[src/rtl/uart_pkg.sv]
// Register map, status bit positions and FSM encodings
// shared by fifo_uart and its bench.
package uart_pkg;

  localparam logic [1:0] A_TXDR = 2'd0;
  localparam logic [1:0] A_RXDR = 2'd1;
  localparam logic [1:0] A_CFG  = 2'd2;
  localparam logic [1:0] A_SR   = 2'd3;

  localparam int SR_BUSY  = 0;
  localparam int SR_RXNE  = 1;
  localparam int SR_TXF   = 2;
  localparam int SR_FE    = 3;
  localparam int SR_RXOVR = 4;
  localparam int SR_PE    = 5;
  localparam int SR_TXOVR = 6;
  localparam int SR_RXF   = 7;

  localparam int CFG_PEN = 16;
  localparam int CFG_ODD = 17;

  typedef enum logic [2:0] {
    TX_IDLE, TX_START, TX_DATA, TX_PAR, TX_STOP
  } tx_st_e;

  typedef enum logic [2:0] {
    RX_IDLE, RX_START, RX_DATA, RX_PAR, RX_STOP
  } rx_st_e;

  function automatic logic par_bit(
    input logic [7:0] d,
    input logic       odd
  );
    return (^d) ^ odd;
  endfunction

endpackage

[src/rtl/fifo_uart_if.sv]
// Peripheral bus window of fifo_uart: one access
// per cycle while sel_i is high, read data registered.
interface fifo_uart_if;
  logic        sel_i;
  logic        we_i;
  logic [1:0]  addr_i;
  logic [31:0] data_i;
  logic [31:0] data_o;

  modport master (
    output sel_i, we_i, addr_i, data_i,
    input  data_o
  );

  modport slave (
    input  sel_i, we_i, addr_i, data_i,
    output data_o
  );
endinterface

[src/rtl/sync_fifo.sv]
// Synchronous FIFO, AW+1 bit pointers, combinational head.
// Simultaneous push/pop always succeeds, also when full.
module sync_fifo #(
  parameter int WIDTH = 8,
  parameter int AW    = 4
) (
  input  logic             clk_i,
  input  logic             rst_i,
  input  logic             push,
  input  logic             pop,
  input  logic [WIDTH-1:0] din,
  output logic [WIDTH-1:0] dout,
  output logic             full,
  output logic             empty
);
  logic [WIDTH-1:0] mem [2**AW];
  logic [AW:0]      wp;
  logic [AW:0]      rp;
  logic             do_push;
  logic             do_pop;

  assign empty   = wp == rp;
  assign full    = (wp[AW] != rp[AW]) &&
                   (wp[AW-1:0] == rp[AW-1:0]);
  assign do_pop  = pop && !empty;
  assign do_push = push && (!full || do_pop);
  assign dout    = mem[rp[AW-1:0]];

  always_ff @(posedge clk_i or negedge rst_i) begin
    if (!rst_i) begin
      wp <= '0;
      rp <= '0;
    end else begin
      if (do_push) wp <= wp + 1'b1;
      if (do_pop)  rp <= rp + 1'b1;
    end
  end

  always_ff @(posedge clk_i) begin
    if (do_push) mem[wp[AW-1:0]] <= din;
  end
endmodule

[src/rtl/fifo_uart.sv]
// Buffered UART: TX/RX FIFOs, baud tick, majority-vote RX.
// Parity (CFG PEN/ODD) only when built with UART_PARITY_EN.
module fifo_uart
  import uart_pkg::*;
#(
  parameter int FIFO_AW = 4,
  parameter int OVS     = 8,
  parameter int DIV_W   = 16,
  parameter int DIV_RST = 2
) (
  input  logic       clk_i,
  input  logic       rst_i,
  fifo_uart_if.slave bus,
  output logic       txd_o,
  input  logic       rxd_i
);
  localparam int OW = $clog2(OVS);
  localparam logic [OW-1:0] OV_LAST = OW'(OVS - 1);
  localparam logic [OW-1:0] S0 = OW'(OVS / 2 - 1);
  localparam logic [OW-1:0] S1 = OW'(OVS / 2);
  localparam logic [OW-1:0] S2 = OW'(OVS / 2 + 1);

  logic wr, rd, cfg_wr, sr_wr;
  logic [DIV_W-1:0] div, tcnt;
  logic tick, pen, odd;
  logic tx_push, tx_pop, tx_full, tx_empty;
  logic rx_push, rx_pop, rx_full, rx_empty;
  logic [7:0] tx_dout, rx_dout;
  logic fe, rxovr, pe, txovr, fe_set, pe_set;
  logic [31:0] sr, cfg_rd, rd_d, rdata;
  logic unused;

  assign wr      = bus.sel_i & bus.we_i;
  assign rd      = bus.sel_i & ~bus.we_i;
  assign cfg_wr  = wr && bus.addr_i == A_CFG;
  assign sr_wr   = wr && bus.addr_i == A_SR;
  assign tx_push = wr && bus.addr_i == A_TXDR;
  assign rx_pop  = rd && bus.addr_i == A_RXDR;
  assign unused  = ^bus.data_i;
  assign tick    = tcnt >= div;

  always_ff @(posedge clk_i or negedge rst_i) begin
    if (!rst_i) begin
      tcnt <= '0;
      div  <= DIV_W'(DIV_RST);
    end else begin
      tcnt <= (cfg_wr || tick) ? '0 : tcnt + 1'b1;
      if (cfg_wr) div <= bus.data_i[DIV_W-1:0];
    end
  end

`ifdef UART_PARITY_EN
  always_ff @(posedge clk_i or negedge rst_i) begin
    if (!rst_i) begin
      pen <= 1'b0;
      odd <= 1'b0;
    end else if (cfg_wr) begin
      pen <= bus.data_i[CFG_PEN];
      odd <= bus.data_i[CFG_ODD];
    end
  end
`else
  assign pen = 1'b0;
  assign odd = 1'b0;
`endif

  sync_fifo #(.WIDTH(8), .AW(FIFO_AW)) u_txf (
    .clk_i, .rst_i,
    .push (tx_push), .pop  (tx_pop),
    .din  (bus.data_i[7:0]), .dout (tx_dout),
    .full (tx_full), .empty(tx_empty)
  );

  // ---- transmitter ----
  tx_st_e tx_st, tx_nx;
  logic [OW-1:0] tx_ov, tx_ov_d;
  logic [2:0] tx_bit, tx_bit_d;
  logic [7:0] tx_sh, tx_sh_d;
  logic tx_par, tx_par_d, txd_d, tx_last;

  assign tx_last = tick && tx_ov == OV_LAST;

  always_comb begin
    tx_nx    = tx_st;
    tx_ov_d  = tx_ov;
    tx_bit_d = tx_bit;
    tx_sh_d  = tx_sh;
    tx_par_d = tx_par;
    tx_pop   = 1'b0;
    if (tick) tx_ov_d = (tx_ov == OV_LAST) ? '0 : tx_ov + 1'b1;
    unique case (tx_st)
      TX_IDLE: tx_ov_d = '0;
      TX_START: if (tx_last) tx_nx = TX_DATA;
      TX_DATA: if (tx_last) begin
        tx_sh_d  = {1'b0, tx_sh[7:1]};
        tx_bit_d = tx_bit + 1'b1;
        if (tx_bit == 3'd7) tx_nx = pen ? TX_PAR : TX_STOP;
      end
      TX_PAR: if (tx_last) tx_nx = TX_STOP;
      TX_STOP: if (tx_last) tx_nx = TX_IDLE;
      default: tx_nx = TX_IDLE;
    endcase
    // next frame starts on the stop's final tick: no idle gap
    if (tick && !tx_empty &&
        (tx_st == TX_IDLE || (tx_st == TX_STOP && tx_last))) begin
      tx_pop   = 1'b1;
      tx_nx    = TX_START;
      tx_ov_d  = '0;
      tx_bit_d = '0;
      tx_sh_d  = tx_dout;
      tx_par_d = par_bit(tx_dout, odd);
    end
    unique case (tx_nx)
      TX_START: txd_d = 1'b0;
      TX_DATA:  txd_d = tx_sh_d[0];
      TX_PAR:   txd_d = tx_par_d;
      default:  txd_d = 1'b1;
    endcase
  end

  always_ff @(posedge clk_i or negedge rst_i) begin
    if (!rst_i) begin
      tx_st  <= TX_IDLE;
      tx_ov  <= '0;
      tx_bit <= '0;
      tx_sh  <= '0;
      tx_par <= 1'b0;
      txd_o  <= 1'b1;
    end else begin
      tx_st  <= tx_nx;
      tx_ov  <= tx_ov_d;
      tx_bit <= tx_bit_d;
      tx_sh  <= tx_sh_d;
      tx_par <= tx_par_d;
      txd_o  <= txd_d;
    end
  end

  // ---- receiver ----
  rx_st_e rx_st, rx_nx;
  logic [1:0] rx_sync, vote, vote_d;
  logic [OW-1:0] rx_ov, rx_ov_d, rx_idx;
  logic [2:0] rx_bit, rx_bit_d;
  logic [7:0] rx_sh, rx_sh_d;
  logic rx_s, rx_last, maj, mid;

  assign rx_s   = rx_sync[1];
  assign rx_idx = (rx_ov == OV_LAST) ? '0 : rx_ov + 1'b1;
  assign mid    = tick && rx_idx == S2;
  assign maj    = (vote[0] & vote[1]) | (vote[0] & rx_s) |
                  (vote[1] & rx_s);

  always_comb begin
    rx_nx    = rx_st;
    rx_ov_d  = rx_ov;
    rx_bit_d = rx_bit;
    rx_sh_d  = rx_sh;
    vote_d   = vote;
    rx_push  = 1'b0;
    fe_set   = 1'b0;
    pe_set   = 1'b0;
    if (tick) begin
      rx_ov_d = rx_idx;
      if (rx_idx == S0) vote_d[0] = rx_s;
      if (rx_idx == S1) vote_d[1] = rx_s;
    end
    // states advance at mid-bit; the tick counter keeps running
    unique case (rx_st)
      RX_IDLE: begin
        rx_ov_d = '0;
        if (tick && rx_last && !rx_s) rx_nx = RX_START;
      end
      RX_START: if (mid) begin
        rx_nx    = maj ? RX_IDLE : RX_DATA;
        rx_bit_d = '0;
      end
      RX_DATA: if (mid) begin
        rx_sh_d  = {maj, rx_sh[7:1]};
        rx_bit_d = rx_bit + 1'b1;
        if (rx_bit == 3'd7) rx_nx = pen ? RX_PAR : RX_STOP;
      end
      RX_PAR: if (mid) begin
        pe_set = maj != par_bit(rx_sh, odd);
        rx_nx  = RX_STOP;
      end
      RX_STOP: if (mid) begin
        rx_push = 1'b1;
        fe_set  = !maj;
        rx_nx   = RX_IDLE;
      end
      default: rx_nx = RX_IDLE;
    endcase
  end

  always_ff @(posedge clk_i or negedge rst_i) begin
    if (!rst_i) begin
      rx_sync <= 2'b11;
      rx_last <= 1'b1;
      rx_st   <= RX_IDLE;
      rx_ov   <= '0;
      rx_bit  <= '0;
      rx_sh   <= '0;
      vote    <= 2'b11;
    end else begin
      rx_sync <= {rx_sync[0], rxd_i};
      if (tick) rx_last <= rx_s;
      rx_st   <= rx_nx;
      rx_ov   <= rx_ov_d;
      rx_bit  <= rx_bit_d;
      rx_sh   <= rx_sh_d;
      vote    <= vote_d;
    end
  end

  sync_fifo #(.WIDTH(8), .AW(FIFO_AW)) u_rxf (
    .clk_i, .rst_i,
    .push (rx_push), .pop  (rx_pop),
    .din  (rx_sh), .dout (rx_dout),
    .full (rx_full), .empty(rx_empty)
  );

  // ---- registers ----
  always_ff @(posedge clk_i or negedge rst_i) begin
    if (!rst_i) begin
      fe    <= 1'b0;
      rxovr <= 1'b0;
      pe    <= 1'b0;
      txovr <= 1'b0;
    end else begin
      if (sr_wr) begin
        fe    <= fe & ~bus.data_i[SR_FE];
        rxovr <= rxovr & ~bus.data_i[SR_RXOVR];
        pe    <= pe & ~bus.data_i[SR_PE];
        txovr <= txovr & ~bus.data_i[SR_TXOVR];
      end
      if (fe_set) fe <= 1'b1;
      if (pe_set) pe <= 1'b1;
      if (rx_push && rx_full && !rx_pop) rxovr <= 1'b1;
      if (tx_push && tx_full && !tx_pop) txovr <= 1'b1;
    end
  end

  always_comb begin
    sr = '0;
    sr[SR_BUSY]  = !tx_empty || tx_st != TX_IDLE;
    sr[SR_RXNE]  = !rx_empty;
    sr[SR_TXF]   = tx_full;
    sr[SR_FE]    = fe;
    sr[SR_RXOVR] = rxovr;
    sr[SR_PE]    = pe;
    sr[SR_TXOVR] = txovr;
    sr[SR_RXF]   = rx_full;
    cfg_rd = '0;
    cfg_rd[DIV_W-1:0] = div;
    cfg_rd[CFG_PEN]   = pen;
    cfg_rd[CFG_ODD]   = odd;
    rd_d = '0;
    unique case (bus.addr_i)
      A_TXDR: rd_d = '0;
      A_RXDR: rd_d = rx_empty ? '0 : {24'b0, rx_dout};
      A_CFG:  rd_d = cfg_rd;
      A_SR:   rd_d = sr;
      default: rd_d = '0;
    endcase
  end

  always_ff @(posedge clk_i or negedge rst_i) begin
    if (!rst_i)  rdata <= '0;
    else if (rd) rdata <= rd_d;
  end

  assign bus.data_o = rdata;
endmodule
[src/flat_wrapper.sv]
// flat-port wrapper written by rule: the top's interface ports become plain ports
module fifo_uart_flat import uart_pkg::*;
#(
  parameter int FIFO_AW = 4,
  parameter int OVS     = 8,
  parameter int DIV_W   = 16,
  parameter int DIV_RST = 2
)
  (clk_i, rst_i, txd_o, rxd_i, bus_sel_i, bus_we_i, bus_addr_i, bus_data_i, bus_data_o);
  fifo_uart_if bus_i ();
  input  logic clk_i;
  input  logic rst_i;
  output logic txd_o;
  input  logic rxd_i;
  input wire logic [$bits(bus_i.sel_i)-1:0] bus_sel_i;
  input wire logic [$bits(bus_i.we_i)-1:0] bus_we_i;
  input wire logic [$bits(bus_i.addr_i)-1:0] bus_addr_i;
  input wire logic [$bits(bus_i.data_i)-1:0] bus_data_i;
  output wire logic [$bits(bus_i.data_o)-1:0] bus_data_o;
  assign bus_i.sel_i = bus_sel_i;
  assign bus_i.we_i = bus_we_i;
  assign bus_i.addr_i = bus_addr_i;
  assign bus_i.data_i = bus_data_i;
  assign bus_data_o = bus_i.data_o;
  fifo_uart #(.FIFO_AW(FIFO_AW), .OVS(OVS), .DIV_W(DIV_W), .DIV_RST(DIV_RST)) u_core (.clk_i(clk_i), .rst_i(rst_i), .bus(bus_i), .txd_o(txd_o), .rxd_i(rxd_i));
endmodule
[config.mk]
export PLATFORM = sky130hd
export DESIGN_NAME = fifo_uart_flat
export DESIGN_NICKNAME = d
export VERILOG_FILES = /design/src/rtl/uart_pkg.sv /design/src/rtl/fifo_uart_if.sv /design/src/rtl/sync_fifo.sv /design/src/rtl/fifo_uart.sv /design/src/flat_wrapper.sv
export SDC_FILE = /design/constraint.sdc
export NUM_CORES = 1
export LEC_CHECK = 0
export ABC_AREA = 0
export BUFFER_PORTS_ARGS = -buffer_cell sky130_fd_sc_hd__buf_2
export CORE_ASPECT_RATIO = 0.6
export CORE_MARGIN = 2
export CORE_UTILIZATION = 50
export CTS_CLUSTER_DIAMETER = 30
export DETAILED_ROUTE_END_ITERATION = 16
export GPL_ROUTABILITY_DRIVEN = 1
export GPL_TIMING_DRIVEN = 0
export PLACE_DENSITY = 0.71
export SLEW_MARGIN = 20
export SYNTH_ARGS = -nofsm -noshare
export SYNTH_HDL_FRONTEND = slang
export SYNTH_SLANG_ARGS = --single-unit
export TNS_END_PERCENT = 10
[constraint.sdc]
create_clock -name clk_i -period 3.85 [get_ports clk_i]
set_input_delay 1.155 -clock clk_i [delete_from_list [all_inputs] [get_ports clk_i]]
set_output_delay 1.155 -clock clk_i [all_outputs]
set_load 0.02 [all_outputs]
==> results of run 1 <==
==> power groups by stage <==
stage	registers (mW)	logic [mW]	clock network, mW
after global routing	4.63	1.88	4.97
after global placement	4.67	1.62	0
after detailed placement	4.68	1.69	0
final	4.61	1.72	4.72
after CTS	4.61	1.72	4.78
after floorplan	4.66	1.20	0
==> cell families after synthesis <==
family	Yosys count	synth area share
muxes	110	0.130
DFF	369	0.664
buffers and inverters	99	0.0317
other	1	0.000237
AOI/OAI and AO/OA	107	0.0513
adders and majority gates	39	0.0306
and+or+nand+nor	200	0.0604
xor gates and xnor gates	56	0.0310
==> routing by layer <==
metal	routed length [um]	vias up	share of wire	global-route usage
met5	0	-	0	0
met2	14000	342	0.40	0.280
met4	510	0	0.015	0.0520
li1	-	3952	-	-
met1	17100	4579	0.49	0.364
met3	3370	45	0.096	0.0623
==> worst max-delay path, cell delays in order, from the launching register on <==
cell and delay, ns:
dfstp_2 0.55, inv_1 0.04, ha_1 0.27, and3_1 0.15
o21ai_0 0.07, a31o_1 0.27, a211oi_4 0.46, o21bai_1 0.20
a2111o_1 0.49, or2_1 0.35, nor3b_4 0.57
==> cells in the mapped netlist, types with 3 or more instances <==
master	n	area, um^2
xnor2_1	37	324
buf_6	3	33.8
nor3_1	10	50.1
clkbuf_1	30	113
nor2_1	58	218
and3_1	15	93.8
a22oi_1	7	52.6
dfstp_2	7	184
nand2b_1	6	37.5
mux2i_1	5	50.1
o211ai_1	3	22.5
a221oi_2	8	120
a22o_1	22	193
nor4_1	4	25.0
edfxtp_1	256	7690
nor3b_1	4	30.0
nor4b_1	4	35.0
nand4_1	10	62.6
mux2_1	3	33.8
buf_4	17	128
mux2_2	30	338
a21oi_1	11	55.1
inv_1	35	131
xor2_1	19	166
buf_2	8	40.0
o21ai_0	29	145
dfrtp_1	106	2650
mux4_2	66	1490
nand2_1	54	203
a21o_1	9	67.6
nand3_1	16	80.1
nor2b_1	11	68.8
buf_1	3	11.3
mux4_1	6	158
ha_1	38	475
==> worst max-delay path by stage <==
stage                        startpoint                endpoint  slack (ns)  depth (start not counted)
after floorplan           u_core.div[1]  u_core.u_txf.mem[0][0]        0.24                         10
after global placement    u_core.div[1]  u_core.u_txf.mem[0][0]       -0.83                         10
after detailed placement  u_core.div[1]  u_core.u_rxf.mem[8][0]       -0.23                         10
after CTS                 u_core.div[1]  u_core.u_rxf.mem[5][0]       -0.07                         10
after global routing      u_core.div[1]  u_core.u_txf.mem[3][2]       -0.06                         11
final                     u_core.div[1]  u_core.u_txf.mem[6][7]        0.05                         10
==> sequential cells by signal, indices dropped and copies added (netlist names), 2 cells and up <==
register and count:
u_core.vote 2, u_core.tx_st 3, u_core.rx_st 3, u_core.rx_bit 3, u_core.rx_sync 2, u_core.rx_ov 3, u_core.div 16, u_core.tx_bit 3
u_core.rx_sh 8, u_core.tcnt 16, u_core.bus.data_o 16, u_core.tx_sh 8, u_core.tx_ov 3, u_core.u_rxf.wp 5, u_core.u_txf.wp 5, u_core.u_rxf.mem 128
u_core.u_rxf.rp 5, u_core.u_txf.mem 128, u_core.u_txf.rp 5
==> timing repair <==
item                       CTS  global route
buffers inserted             0             0
gates resized for setup     11            17
cloned                       0             0
setup endpoints to repair  174           197
==> layout make-up <==
type	count	area, um^2	area share
Timing Repair Buffer	44	251	0.0135
Inverter	35	131	0.00707
Tap cell	416	520	0.0280
Antenna cell	1	2.50	0.000135
Clock inverter	37	385	0.0207
Multi-Input combinational cell	528	5040	0.271
Sequential cell	369	10500	0.566
Clock buffer	56	1360	0.0731
Buffer	64	370	0.0199
==> cells in the final DEF, fill, tap and decap left out, drive strengths merged, types with 32 or more instances in the layout <==
cell type | synthesis | routed
mux2 | 33 | 33
xnor2 | 37 | 37
ha | 38 | 38
buf | 33 | 77
dfrtp | 106 | 106
nand2 | 54 | 54
clkbuf | 31 | 87
edfxtp | 256 | 256
o21ai | 32 | 32
inv | 35 | 45
nor2 | 59 | 59
mux4 | 72 | 72
==> results_dict.tcl, run 1 <==
set metrics [dict create \
    final_area_um2 18600 \
    ys_warn_count 0 \
    finalNonFillerCells 1550 \
    p_int_mw 8.15 \
    p_sw_frac 0.263 \
    synth_seq_area_share 0.664 \
    drive_gt1_frac 0.273 \
    syn_inst 981 \
    power_frac_clock 0.427 \
    clockRootBuffer "clkbuf_16" \
    rr_startpoint "u_core.div[1]" \
    reg2reg_depth 10 \
    first_global_vias 8741 \
    nets 1170 \
    synth_edf_count 256 \
    async_flop_share 0.306 \
    wl_per_cell_um 22.6 \
    io_pins 72 \
    hold_slack_ns 0.355 \
    ir_drop_v 0.000306 \
    min_period_over_period 0.988 \
    setup_tns_ns 0 \
    min_to "u_core.rx_sync[1]" \
    final_util 0.597 \
    slew_viol_final 0 \
    worstSetupPathType "reg -> reg" \
    fill_cells 2281 \
    clk_pin_slew_ns 0.06 \
    cp-end-kind "flop" \
    max_freq_mhz 263 \
    drt-initial-drc-count 893 \
    syn_to_final_growth_pct 17.3 \
    synthDistinctLibCells 60 \
    critical_path.startpoint_type "flop" \
    track_usage 0.220 \
    dp_cells 1456 \
    cts_buffers 51 \
    clk-insertion-delay-late_ns 0.56 \
    drv_cap 0 \
    tightest_slew_ns 0.846 \
    synth-main-ff-cell "edfxtp_1" \
    reg2reg_slack_ns 0.05 \
    setup_ws_ns 0.0462 \
    dieArea_um2 33200 \
    grt_antenna_before_repair 1 \
    cp.arrival_ns 3.99 \
    ant_nets 0 \
    grt_max_degree 79 \
    ys_ff_latch 369 \
    min_period_ns 3.80 \
    min_path_type "reg -> reg" \
    worstHoldStart "u_core.rx_sync[0]" \
    h-tree-depth 2 \
    start_util 0.508 \
    drcViolationCount 0 \
    leakage_nw 7.41 \
    worstReg2RegEnd "u_core.u_txf.mem[6][7]" \
    cts.path.max_buffers 3 \
    wirelength_mm 35.0 \
    rsz0062_at_grt "true" \
    hpwlAfterDp_mm 23.8 \
    cp.required_ns 4.04 \
    grt_pass1_wl_mm 53.7 \
    pre_cts_slack_ns -0.229 \
    cts.sinks 369 \
    max_slew_margin 0.436 \
    via_count 8918 \
    placed_cell_area_um2 16700 \
    port_buffers 38 \
    hold_viol 0 \
    cts_tree "built" \
    coreArea_um2 31200 \
    syn_area_um2 15800 \
    die-width_um 234 \
    p_seq_frac 0.417 \
    vias_per_cell 5.75 \
    grt-ovfl-total 0 \
    hold-path-cell-count 0 \
    firstDrtPassIters 5 \
    combPwrFrac 0.156 \
    syn-mean-instance-area_um2 16.1 \
    cp_max_fo 8 \
    p_per_area_nw_per_um2 595 \
    die_h_um 142 \
    num_rows 50 \
    power_mw 11.1 \
    setup_violations 0 \
    fin_worst_skew_ns 0.0248 \
    p_sw_mw 2.91 \
    gp_congestion 0.876 \
    status "completed" \
    hold_buffers 0 \
]
(Power assumes the default switching activity.)
==> run 2, diff against run 1 <==
--- a/config.mk
+++ b/config.mk
@@ -7,7 +7,7 @@
 export LEC_CHECK = 0
 export ABC_AREA = 0
 export BUFFER_PORTS_ARGS = -buffer_cell sky130_fd_sc_hd__buf_2
-export CORE_ASPECT_RATIO = 0.6
+export CORE_ASPECT_RATIO = 1.75
 export CORE_MARGIN = 2
 export CORE_UTILIZATION = 50
 export CTS_CLUSTER_DIAMETER = 30
==> run 2 against run 1 <==
Against the previous run: routed wire length is 3.5% lower; flip-flop and latch count stayed put; via count is 3.2% lower; final cell count is 1.9% lower; clock power is 10% lower; global-route usage is 0.98 points lower; worst setup slack better by 0.10 ns; count of clock-buffer cells in the layout is 11 lower; clock skew is 0.0057 ns lower.
==> results_dict.tcl, run 2 (synthesis gave the netlist of run 1 again) <==
set metrics [dict create \
    critical_path.startpoint_type "flop" \
    grt_pass1_wl_mm 52.8 \
    seq_area_um2 10500 \
    gp_congestion 0.833 \
    grt_max_degree 78 \
    vias_per_cell 5.68 \
    drcViolationCount 0 \
    p_per_area_nw_per_um2 574 \
    nets 1167 \
    worstSetupPathType "reg -> reg" \
    min_path_type "reg -> reg" \
    drive_gt1_frac 0.266 \
    layout_commonest_cell "edfxtp_1" \
    cp.arrival_ns 3.88 \
    rsz0062_at_grt "true" \
    clockRootBuffer "clkbuf_16" \
    leakage_nw 7.37 \
    cp_max_fo 8 \
    rr_startpoint "u_core.div[1]" \
    h-tree-depth 2 \
    clk-insertion-delay-late_ns 0.55 \
    wl_per_cell_um 22.2 \
    port_buffers 38 \
    dp_cells 1439 \
    hold_buffers 0 \
    final_util 0.587 \
    grt_antenna_before_repair 2 \
    die-width_um 139 \
    pre_cts_slack_ns -0.458 \
    hpwlAfterDp_mm 23.8 \
    setup_ws_ns 0.150 \
    track_usage 0.210 \
    cts.sinks 369 \
    max_slew_margin 0.356 \
    die_h_um 239 \
    startpoint "u_core.div[1]" \
    wirelength_mm 33.8 \
    via_count 8636 \
    drv_cap 0 \
    setup_violations 0 \
    io_pins 72 \
    tightest_slew_ns 0.963 \
    num_rows 86 \
    grt-ovfl-total 0 \
    min_period_ns 3.70 \
    fill_cells 2404 \
    hold_viol 0 \
    min_period_over_period 0.961 \
    worstHoldStart "u_core.rx_sync[0]" \
    multi_input_area_um2 5050 \
    setup_tns_ns 0 \
    cts_tree "built" \
    cp.required_ns 4.02 \
    slew_viol_final 0 \
    finalNonFillerCells 1521 \
    drt-initial-drc-count 468 \
    first_global_vias 9003 \
    syn_to_final_growth_pct 16.1 \
    ant_nets 0 \
    cts_buffers 43 \
    cts.path.max_buffers 3 \
    fin_worst_skew_ns 0.0191 \
    max_freq_mhz 270 \
    firstDrtPassIters 5 \
    cp-end-kind "flop" \
    layout_common_cells "edfxtp_1 (256), dfrtp_1 (106), mux4_2 (66)" \
    power_mw 10.6 \
    coreArea_um2 31300 \
    ir_drop_v 0.000468 \
    start_util 0.506 \
    dieArea_um2 33200 \
    clk_pin_slew_ns 0.06 \
    status "completed" \
]
-- run 2: cell count changes in the layout (fill, tap and decap cells not counted), moves of 2 or more --
cell        change
buf_4           +4
nor3_2          +4
nor3_4          -4
nor4b_2         -3
nor4b_4         +3
clkinv_8        +2
buf_12          +2
nor3b_2         -2
inv_8           +3
clkinvlp_4      -6
clkbuf_16      -11
-- run 2: area by class of cell --
cell class	instances	area share
diodes	2	0.000272
plain buffers	64	0.0201
clock buffers	45	0.0589
clock inverters	33	0.0225
inverters	35	0.00715
multi-input cells	528	0.274
flip-flops and latches	369	0.572
well taps	396	0.0269
repair buffers	49	0.0172
-- run 2: where the power goes --
group / internal (mW) / switching (mW) / leakage (nW) / total (mW)
sequential: 4.44 / 0.173 / 4.07 / 4.61
combinational: 0.791 / 0.916 / 2.57 / 1.71
clock: 2.52 / 1.71 / 0.729 / 4.23
-- run 2: path summary, 6_finish.rpt --
check,end,slack [ns],cells past startpoint
min reg2reg,u_core.rx_sync[1],0.35,0
max in group asynchronous,u_core.rx_sync[0],2.58,2
min in group asynchronous,u_core.div[13],0.51,1
max reg2reg,u_core.u_txf.mem[5][6],0.15,11
max,u_core.u_txf.mem[5][6],0.15,11
min,u_core.rx_sync[1],0.35,0
-- run 2: worst max-delay path: stages, from the launching register on --
cell	delay, ns
dfstp_2	0.55
inv_1	0.04
ha_1	0.28
nor2b_1	0.13
o211ai_1	0.10
a31o_1	0.28
a211oi_4	0.30
buf_12	0.16
o21bai_1	0.11
a2111o_1	0.48
or2_1	0.37
nor3b_4	0.53
-- run 2: what timing repair did --
action / in CTS / in global routing
gates resized for setup: 16 / 14
setup buffers: 0 / 2
pin swaps: 0 / 1
endpoints found under the setup margin: 228 / 228
-- run 2: routing by layer --
| layer | GRT usage | part of all wire | vias up |
|---|---|---|---|
| met2 | 0.409 | 0.57 | 179 |
| met5 | 0 | 0 | - |
| met4 | 0.0909 | 0.041 | 0 |
| met3 | 0.0322 | 0.035 | 70 |
| li1 | - | - | 3937 |
| met1 | 0.222 | 0.35 | 4450 |
-- run 2: per-stage QoR --
stage | hold slack, ns | instance area, um^2
6_report | 0.354 | 18400
5_1_grt | 0.362 | 18400
4_1_cts | 0.355 | 18300
3_5_place_dp | 0.347 | 16700
3_3_place_gp | 0.347 | 16600
2_1_floorplan | 0.345 | 15900
